--- config.mk ---
export PLATFORM = sky130hd
export DESIGN_NAME = flags_reg_flat
export DESIGN_NICKNAME = d
export VERILOG_FILES = /design/src/rtl/flags_reg_if.sv /design/src/rtl/flags_reg.sv /design/src/flat_wrapper.sv
export SDC_FILE = /design/constraint.sdc
export NUM_CORES = 1
export LEC_CHECK = 0
export ABC_AREA = 1
export CORE_UTILIZATION = 35
export CTS_BUF_LIST = sky130_fd_sc_hd__clkbuf_8
export CTS_CLUSTER_DIAMETER = 30
export CTS_CLUSTER_SIZE = 10
export DETAILED_ROUTE_END_ITERATION = 8
export HOLD_SLACK_MARGIN = 0.03
export PLACE_DENSITY_LB_ADDON = 0.08
export REMOVE_ABC_BUFFERS = 1
export SKIP_LAST_GASP = 1
export SYNTH_ARGS = -nofsm -noshare
export SYNTH_HDL_FRONTEND = slang
export SYNTH_SLANG_ARGS = --single-unit
--- constraint.sdc ---
create_clock -name clk -period 2.5 [get_ports clk]
set_input_delay 0.5 -clock clk [delete_from_list [all_inputs] [get_ports clk]]
set_output_delay 0.5 -clock clk [all_outputs]
set_load 0.01 [all_outputs]
--- src/rtl/flags_reg_if.sv ---
// +----------------------------------------------------------------------+
// | Module      : flags_reg_if                                           |
// | Description : Bus between the ALU/microcode engine and the FLAGS     |
// |               register stage (flag writes, instruction boundary      |
// |               pulses, interrupt/trap sequencing outputs).            |
// | Revision    : 1.0  initial release                                   |
// +----------------------------------------------------------------------+
`default_nettype none

interface flags_reg_if;
  logic [15:0] alu_flags;
  logic        update;
  logic [15:0] update_mask;
  logic        ss_write;
  logic        instr_start;
  logic        instr_done;
  logic        int_enter;
  logic        trap_ack;
  logic [15:0] flags;
  logic        irq_enable;
  logic        trap_req;

  // Microcode / ALU side
  modport master (
    output alu_flags, update, update_mask, ss_write,
           instr_start, instr_done, int_enter, trap_ack,
    input  flags, irq_enable, trap_req
  );

  // FLAGS register side
  modport slave (
    input  alu_flags, update, update_mask, ss_write,
           instr_start, instr_done, int_enter, trap_ack,
    output flags, irq_enable, trap_req
  );
endinterface

`default_nettype wire

--- src/rtl/flags_reg.sv ---
// +----------------------------------------------------------------------+
// | Module      : flags_reg                                              |
// | Description : Architectural 8086 FLAGS register. Masked capture of   |
// |               ALU flags, fixed-bit forcing, one-instruction          |
// |               interrupt shadow (STI / SS write) and single-step      |
// |               trap request.                                          |
// | Options     : FLAGS_REG_TRAP_EN - build the TF latch and trap_req    |
// |               logic; otherwise trap_req is tied low.                 |
// | Revision    : 1.0  initial release                                   |
// +----------------------------------------------------------------------+
`default_nettype none

module flags_reg (
  input  logic        clk,
  input  logic        reset_n,
  flags_reg_if.slave  bus
);

  // Writable flag positions: CF PF AF ZF SF TF IF DF OF
  localparam logic [15:0] c_DEF_MASK  = 16'h0FD5;
  // Bits 15:12 and 1 read as one; 5 and 3 read as zero
  localparam logic [15:0] c_FIXED_ONE = 16'hF002;
  localparam int          c_TF        = 8;
  localparam int          c_IF        = 9;

  typedef enum logic [1:0] {
    S_IDLE   = 2'd0,
    S_ARMED  = 2'd1,
    S_SHADOW = 2'd2
  } state_t;

  state_t      r_state;
  state_t      w_state_nxt;
  logic [15:0] r_flags;
  logic [15:0] w_flags_nxt;
  logic [15:0] w_wr_mask;
  logic        w_sti;
  logic        w_arm;
  logic        r_irq;

  // Next FLAGS value: masked merge, int_enter override, fixed bits forced
  always_comb begin
    w_wr_mask   = bus.update ? (bus.update_mask & c_DEF_MASK) : 16'h0000;
    w_flags_nxt = (r_flags & ~w_wr_mask) | (bus.alu_flags & w_wr_mask);
    if (bus.int_enter) begin
      w_flags_nxt[c_IF] = 1'b0;
      w_flags_nxt[c_TF] = 1'b0;
    end
    w_flags_nxt = (w_flags_nxt & c_DEF_MASK) | c_FIXED_ONE;
  end

  // An STI is a masked write that raises IF, unless entry microcode clears it
  assign w_sti = bus.update & bus.update_mask[c_IF] & bus.alu_flags[c_IF] &
                 ~r_flags[c_IF] & ~bus.int_enter;
  assign w_arm = w_sti | bus.ss_write;

  // Shadow FSM next state; interrupt entry always wins
  always_comb begin
    w_state_nxt = r_state;
    if (bus.int_enter) begin
      w_state_nxt = S_IDLE;
    end else if (w_arm) begin
      w_state_nxt = bus.instr_done ? S_SHADOW : S_ARMED;
    end else begin
      case (r_state)
        S_ARMED:  if (bus.instr_done) w_state_nxt = S_SHADOW;
        S_SHADOW: if (bus.instr_done) w_state_nxt = S_IDLE;
        default:  w_state_nxt = S_IDLE;
      endcase
    end
  end

  // FLAGS, shadow state and irq_enable registers; irq_enable is built from
  // the next-state values so it tracks IF & IDLE with no added latency
  always_ff @(posedge clk or negedge reset_n) begin
    if (!reset_n) begin
      r_flags <= c_FIXED_ONE;
      r_state <= S_IDLE;
      r_irq   <= 1'b0;
    end else begin
      r_flags <= w_flags_nxt;
      r_state <= w_state_nxt;
      r_irq   <= w_flags_nxt[c_IF] & (w_state_nxt == S_IDLE);
    end
  end

  assign bus.flags      = r_flags;
  assign bus.irq_enable = r_irq;

`ifdef FLAGS_REG_TRAP_EN
  logic r_tf_lat;
  logic r_trap;
  logic w_tf_eff;
  logic w_trap_set;

  // The latch samples TF at instr_start; a same-cycle instr_done sees it
  assign w_tf_eff   = bus.instr_start ? r_flags[c_TF] : r_tf_lat;
  // No trap after the instruction that opened an interrupt shadow
  assign w_trap_set = bus.instr_done & w_tf_eff & (r_state != S_ARMED);

  // TF latch and trap request; a set beats a same-cycle clear
  always_ff @(posedge clk or negedge reset_n) begin
    if (!reset_n) begin
      r_tf_lat <= 1'b0;
      r_trap   <= 1'b0;
    end else begin
      r_tf_lat <= bus.int_enter ? 1'b0 : w_tf_eff;
      if (w_trap_set) begin
        r_trap <= 1'b1;
      end else if (bus.trap_ack || bus.int_enter) begin
        r_trap <= 1'b0;
      end
    end
  end

  assign bus.trap_req = r_trap;
`else
  logic w_unused_trap_inputs;
  assign w_unused_trap_inputs = bus.trap_ack ^ bus.instr_start;
  assign bus.trap_req = 1'b0;
`endif

endmodule

`default_nettype wire

--- src/flat_wrapper.sv ---
// flat-port wrapper written by rule: the top's interface ports become plain ports
module flags_reg_flat 
  (clk, reset_n, bus_alu_flags, bus_update, bus_update_mask, bus_ss_write, bus_instr_start, bus_instr_done, bus_int_enter, bus_trap_ack, bus_flags, bus_irq_enable, bus_trap_req);
  flags_reg_if bus_i ();
  input  logic clk;
  input  logic reset_n;
  input wire logic [$bits(bus_i.alu_flags)-1:0] bus_alu_flags;
  input wire logic [$bits(bus_i.update)-1:0] bus_update;
  input wire logic [$bits(bus_i.update_mask)-1:0] bus_update_mask;
  input wire logic [$bits(bus_i.ss_write)-1:0] bus_ss_write;
  input wire logic [$bits(bus_i.instr_start)-1:0] bus_instr_start;
  input wire logic [$bits(bus_i.instr_done)-1:0] bus_instr_done;
  input wire logic [$bits(bus_i.int_enter)-1:0] bus_int_enter;
  input wire logic [$bits(bus_i.trap_ack)-1:0] bus_trap_ack;
  output wire logic [$bits(bus_i.flags)-1:0] bus_flags;
  output wire logic [$bits(bus_i.irq_enable)-1:0] bus_irq_enable;
  output wire logic [$bits(bus_i.trap_req)-1:0] bus_trap_req;
  assign bus_i.alu_flags = bus_alu_flags;
  assign bus_i.update = bus_update;
  assign bus_i.update_mask = bus_update_mask;
  assign bus_i.ss_write = bus_ss_write;
  assign bus_i.instr_start = bus_instr_start;
  assign bus_i.instr_done = bus_instr_done;
  assign bus_i.int_enter = bus_int_enter;
  assign bus_i.trap_ack = bus_trap_ack;
  assign bus_flags = bus_i.flags;
  assign bus_irq_enable = bus_i.irq_enable;
  assign bus_trap_req = bus_i.trap_req;
  flags_reg u_core (.clk(clk), .reset_n(reset_n), .bus(bus_i));
endmodule
==> impl_metrics.yaml, run 1 <==
yosys:
  ys_warn_count: 0
  synth-seq-cells: 12
  postSynthAreaPerCell_um2: 8.28
  synth_cells: 83
  netlist_area_um2: 687
  ys_types: 17
  seq_area_frac_synth: 0.437
flow_run:
  max-cap-violations: 0
pwr:
  total_power_mw: 0.563
  ir_worst_vdd_v: 0.000407
  swShare: 0.238
  p_leak_nw: 0.495
  p_int_mw: 0.429
  powerDensity_nw_per_um2: 530
  power_frac_clock: 0.368
  p_switching_mw: 0.134
  comb_power_share: 0.237
  pwr-share-seq: 0.395
floorplan:
  ioPinCount: 58
  dieHeight_um: 46.3
  dieArea_um2: 2140
  num_rows: 15
  chipWidth_um: 46.3
  initial_core_util: 0.385
  core_um2: 1780
sta:
  worst_pin_slew_ns: 0.518
  rsz0062_at_grt: "false"
  tns_ns: 0
  finClkSkew_ns: 0.000221
  layout_min_cycle_time_ns: 1.65
  maxSlewHeadroom: 0.654
  maxSlewViolCount: 0
  finalSetupViolations: 0
  timing.hold.ws_ns: 0.537
  fmax_ghz: 0.606
  hold_violations: 0
  finalCritPeriodShare: 0.661
clock_tree:
  cts_setup_buffers: 0
  cts.htree.levels: 1
  cts_hold_buf: 0
  worstSkewPairLatency_ns: 0.24
  root_buffer: "clkbuf_8"
  clkTransAtPathRegs_ns: 0.05
  clk_path_buf_depth: 2
  cts_tree: "yes"
  cts_resized: 0
  cts_buffers: 3
  cts.sinks: 12
worst_setup_path:
  slowest_stage: "clkdlybuf4s50_1"
  worstRegToRegCells: 7
  crit_family: "buffers and inverters"
  path_buf_inv: 1
  rrSetupSlack_ns: 1.24
  r2r_end: "u_core.bus.irq_enable$_DFF_PN0_"
  startpoint_type: "register"
  criticalPathCategory: "register to output pin"
  max_stage_delay_ns: 0.54
  crit_path_cell_trace: "clkdlybuf4s50_1"
  required_ns: 2.00
  arrival_ns: 1.15
  r2r_start: "u_core.r_state[0]$_DFF_PN0_"
  crit_fanout: 3
  end_kind: "output pin"
detailed_routing:
  wl_met2_um: 649
  drt-pass1-iter-count: 4
  via_per_inst: 4.35
  drc: 0
  top_layer_used: "met3"
  wl_met1_um: 568
  first_iter_violations: 3
  met3WireLength_um: 98
  ant_nets: 0
  routed-via-count: 618
  routed_wl_um: 1320
  wl_per_cell_um: 9.27
finish:
  final_cell_mix: "33 x clkdlybuf4s50_1, 12 x inv_1, 12 x nand2_1, 12 x dfrtp_1, 9 x a21oi_1"
  drive_gt1_frac: 0.103
  multi_input_area_um2: 280
  stdcell_count: 142
  areaGrowthSynthToFinish_pct: 54.5
  seq_area_um2: 300
  fin_nets: 160
  diodes: 0
  design_area_um2: 1060
  final_common_cell: "clkdlybuf4s50_1"
  nFillCells: 172
global_routing:
  antenna_found_initial: 0
  grt_pass1_wl_um: 2100
  grtUsageTotal: 0.141
  grt_overflow_total: 0
  grt_pass1_vias: 524
  grt_max_degree: 17
worst_hold_path:
  hold_end: "u_core.bus.flags[8]$_DFF_PN0_"
  hp-start: "u_core.bus.flags[8]$_DFF_PN0_"
  hold_class: "register to register"
  hold_depth: 2
status:
  status: "finished, final reports clean"
place:
  place.gp.congestion: 0.683
  dpl_cell_area_um2: 1010
  io_buffers: 33
  dp_hpwl_um: 1050
  post-place-cells: 138
==> Yosys cell counts <==
cell	instances	share of area
dfrtp_1	12	0.44
nor2_4	1	0.016
conb_1	2	0.011
o21bai_1	1	0.011
nand3_1	2	0.015
ha_1	2	0.036
nor2_1	7	0.038
nand2_4	1	0.016
buf_2	1	0.0073
inv_2	3	0.016
inv_1	12	0.066
buf_4	9	0.098
a21oi_1	9	0.066
a31oi_1	7	0.064
a21oi_2	1	0.013
a21oi_4	1	0.024
nand2_1	12	0.066
==> area by class of cell <==
type	count	area share
clock buffer	4	0.0519
multi-input combinational	52	0.264
timing repair buffer	34	0.318
tap	25	0.0295
inverter	15	0.0531
sequential	12	0.283
==> logic make-up (layout without fill, tap and decap cells) <==
family | after synthesis | count (layout) | share of synthesized area
buf+inv | 25 | 53 | 0.188
simple gates | 23 | 23 | 0.151
compound gates | 19 | 19 | 0.177
flops | 12 | 12 | 0.437
fa+ha+maj | 2 | 2 | 0.0364
other cells | 2 | 8 | 0.0109
==> worst max-delay path by stage <==
| stage | from | endpoint | slack (ns) | depth (start not counted) |
|---|---|---|---|---|
| floorplan | u_core.r_state[0]$_DFF_PN0_ | u_core.bus.irq_enable$_DFF_PN0_ | 1.32 | 7 |
| finish | u_core.bus.flags[9]$_DFF_PN0_ | bus_flags[9] | 0.85 | 1 |
| global route | u_core.bus.flags[9]$_DFF_PN0_ | bus_flags[9] | 0.79 | 1 |
| CTS | u_core.bus.flags[9]$_DFF_PN0_ | bus_flags[9] | 0.84 | 1 |
| global placement | bus_int_enter | u_core.bus.irq_enable$_DFF_PN0_ | 0.82 | 6 |
| detailed placement | bus_int_enter | u_core.bus.irq_enable$_DFF_PN0_ | 0.76 | 7 |
==> through the flow <==
stage,worst slack [ns],utilization
finish,0.849,0.595
CTS,0.837,0.595
global placement,0.816,0.564
global route,0.789,0.595
detailed placement,0.765,0.564
floorplan,1.32,-
==> power groups by stage <==
stage / Combinational [mW] / Clock, mW / Sequential, mW
2_1_floorplan: 0.0389 / 0 / 0.233
3_3_place_gp: 0.132 / 0 / 0.225
3_5_place_dp: 0.134 / 0 / 0.225
4_1_cts: 0.135 / 0.213 / 0.222
5_1_grt: 0.148 / 0.225 / 0.224
6_report: 0.133 / 0.207 / 0.222
==> layer usage <==
metal,up-vias,GRT usage
met5,-,0
met4,0,0.0353
met3,0,0.0706
met2,29,0.231
met1,276,0.163
li1,313,-
(Power assumes the default switching activity.)
==> inputs of run 2 (changes only) <==
--- a/config.mk
+++ b/config.mk
@@ -6,7 +6,7 @@
 export NUM_CORES = 1
 export LEC_CHECK = 0
 export ABC_AREA = 1
-export CORE_UTILIZATION = 35
+export CORE_UTILIZATION = 29
 export CTS_BUF_LIST = sky130_fd_sc_hd__clkbuf_8
 export CTS_CLUSTER_DIAMETER = 30
 export CTS_CLUSTER_SIZE = 10
==> constraint.sdc (replaced) <==
create_clock -name clk -period 1.4 [get_ports clk]
set_input_delay 0.28 -clock clk [delete_from_list [all_inputs] [get_ports clk]]
set_output_delay 0.28 -clock clk [all_outputs]
set_load 0.01 [all_outputs]
==> run 2 against run 1 <==
Net effect: utilization decreased by 11 points; first-iteration DRC count grew to 3.0 times the previous value; design area up 1.2%; worst setup slack lost 0.70 ns; critical path depth up 6.
==> impl_metrics.yaml, run 2 (same netlist as run 1, synthesis figures left out) <==
clock_tree:
  cts_hold_buf: 0
  root_buffer: "clkbuf_8"
  cts_tree: "yes"
  cts.htree.levels: 1
  cts_buffers: 3
  cts.sinks: 12
  clk_path_buf_depth: 2
  worstSkewPairLatency_ns: 0.23
  clkTransAtPathRegs_ns: 0.05
finish:
  final_cell_mix: "22 x clkdlybuf4s50_1, 12 x inv_1, 12 x nand2_1, 12 x dfrtp_1"
  areaGrowthSynthToFinish_pct: 56.3
  diodes: 0
  final_common_cell: "clkdlybuf4s50_1"
  design_area_um2: 1070
  nFillCells: 229
  fin_nets: 162
  multi_input_area_um2: 280
  drive_gt1_frac: 0.118
  stdcell_count: 147
  final_util: 0.485
  seq_area_um2: 300
place:
  place.gp.congestion: 0.718
  dp_hpwl_um: 1110
  dpl_cell_area_um2: 1020
  post-place-cells: 143
  pre_cts_ws_ns: -0.145
  io_buffers: 33
pwr:
  ir_worst_vdd_v: 0.000706
  powerDensity_nw_per_um2: 919
  p_leak_nw: 0.543
  total_power_mw: 0.986
sta:
  maxSlewViolCount: 0
  finClkSkew_ns: 0.000213
  tns_ns: 0
  timing.hold.ws_ns: 0.335
  fmax_ghz: 0.797
  finalCritPeriodShare: 0.897
  rsz0062_at_grt: "false"
  layout_min_cycle_time_ns: 1.26
  hold_violations: 0
  setup_ws_ns: 0.145
  finalSetupViolations: 0
flow_run:
  max-cap-violations: 0
worst_setup_path:
  crit_path_cell_trace: "inv_1 -> ha_1 -> o21bai_1 -> nor2_1 -> nand2_1 -> nand2_1 -> nor2_1"
  crit_fanout: 2
  max_stage_delay_ns: 0.34
  end_kind: "register"
  arrival_ns: 1.38
  crit_family: "flip-flops"
  criticalPathCategory: "register to register"
  slowest_stage: "dfrtp_1"
  startpoint_type: "register"
  path_buf_inv: 1
  required_ns: 1.53
global_routing:
  grt_pass1_vias: 543
  grt_pass1_wl_um: 2210
  grt_overflow_total: 0
  grt_max_degree: 14
  grtUsageTotal: 0.117
  antenna_found_initial: 0
floorplan:
  ioPinCount: 58
  chipWidth_um: 50.7
  core_um2: 2210
  dieHeight_um: 50.7
  num_rows: 17
  initial_core_util: 0.311
  dieArea_um2: 2570
detailed_routing:
  met3WireLength_um: 109
  via_per_inst: 4.12
  routed-via-count: 606
  first_iter_violations: 9
  wl_met1_um: 614
  drc: 0
  drt-pass1-iter-count: 5
  ant_nets: 0
  top_layer_used: "met3"
  wl_per_cell_um: 9.48
  routed_wl_um: 1390
  wl_met2_um: 671
status:
  status: "finished, final reports clean"
worst_hold_path:
  hold_class: "primary input to asynchronous set/reset pin"
run 2: cell count changes in the layout (fill, tap and decap cells not counted), sizes merged:
cell | previous run | this run
buf | 1 | 3
clkdlybuf4s50 | 33 | 22
dlygate4sd2 | 0 | 9
dlymetal6s2s | 0 | 2
run 2: power by group:
part	leakage (nW)	internal, mW	switching [mW]
Sequential	0.145	0.380	0.0173
Combinational	0.370	0.121	0.100
Clock	0.0288	0.248	0.120
Total	0.543	0.748	0.238
run 2: final cells by class:
type,count,area share
sequential,12,0.280
timing repair buffer,36,0.323
clock buffer,4,0.0513
inverter,15,0.0524
multi-input combinational,52,0.261
tap,28,0.0326
run 2: routing by layer:
| layer | vias up | track usage |
|---|---|---|
| met3 | 0 | 0.0394 |
| met2 | 28 | 0.189 |
| met4 | 0 | 0.0417 |
| met1 | 260 | 0.143 |
| li1 | 318 | - |
| met5 | - | 0 |
run 2: timing repair:
| action | CTS | global route |
|---|---|---|
| pin swaps | 0 | 0 |
| endpoints found under the setup margin | 9 | 3 |
| setup buffers | 0 | 0 |
| gates resized for setup | 9 | 2 |
run 2: worst paths after layout:
path,slack (ns),cells past startpoint,endpoint,start
max,0.14,7,u_core.bus.irq_enable$_DFF_PN0_,u_core.r_state[0]$_DFF_PN0_
min,0.34,2,u_core.bus.flags[8]$_DFF_PN0_,reset_n
max reg2reg,0.14,7,u_core.bus.irq_enable$_DFF_PN0_,u_core.r_state[0]$_DFF_PN0_
min reg2reg,0.52,2,u_core.bus.flags[8]$_DFF_PN0_,u_core.bus.flags[8]$_DFF_PN0_
max in group asynchronous,0.91,2,asynchronous set/reset pin,reset_n
min in group clk,0.46,3,u_core.bus.flags[8]$_DFF_PN0_,bus_update
run 2: worst register-to-register path, stage by stage, from the launching register on:
cell and delay, ns:
dfrtp_1 0.34, inv_1 0.06, ha_1 0.30, o21bai_1 0.16, nor2_1 0.10, nand2_1 0.09
nand2_1 0.07, nor2_1 0.04
==> inputs of run 3 (changes only) <==
--- a/config.mk
+++ b/config.mk
@@ -15,6 +15,7 @@
 export PLACE_DENSITY_LB_ADDON = 0.08
 export REMOVE_ABC_BUFFERS = 1
 export SKIP_LAST_GASP = 1
+export SLEW_MARGIN = 20
 export SYNTH_ARGS = -nofsm -noshare
 export SYNTH_HDL_FRONTEND = slang
 export SYNTH_SLANG_ARGS = --single-unit
==> results of run 3 <==
Same layout as run 2: the final DEF is identical, and so are final timing and power.
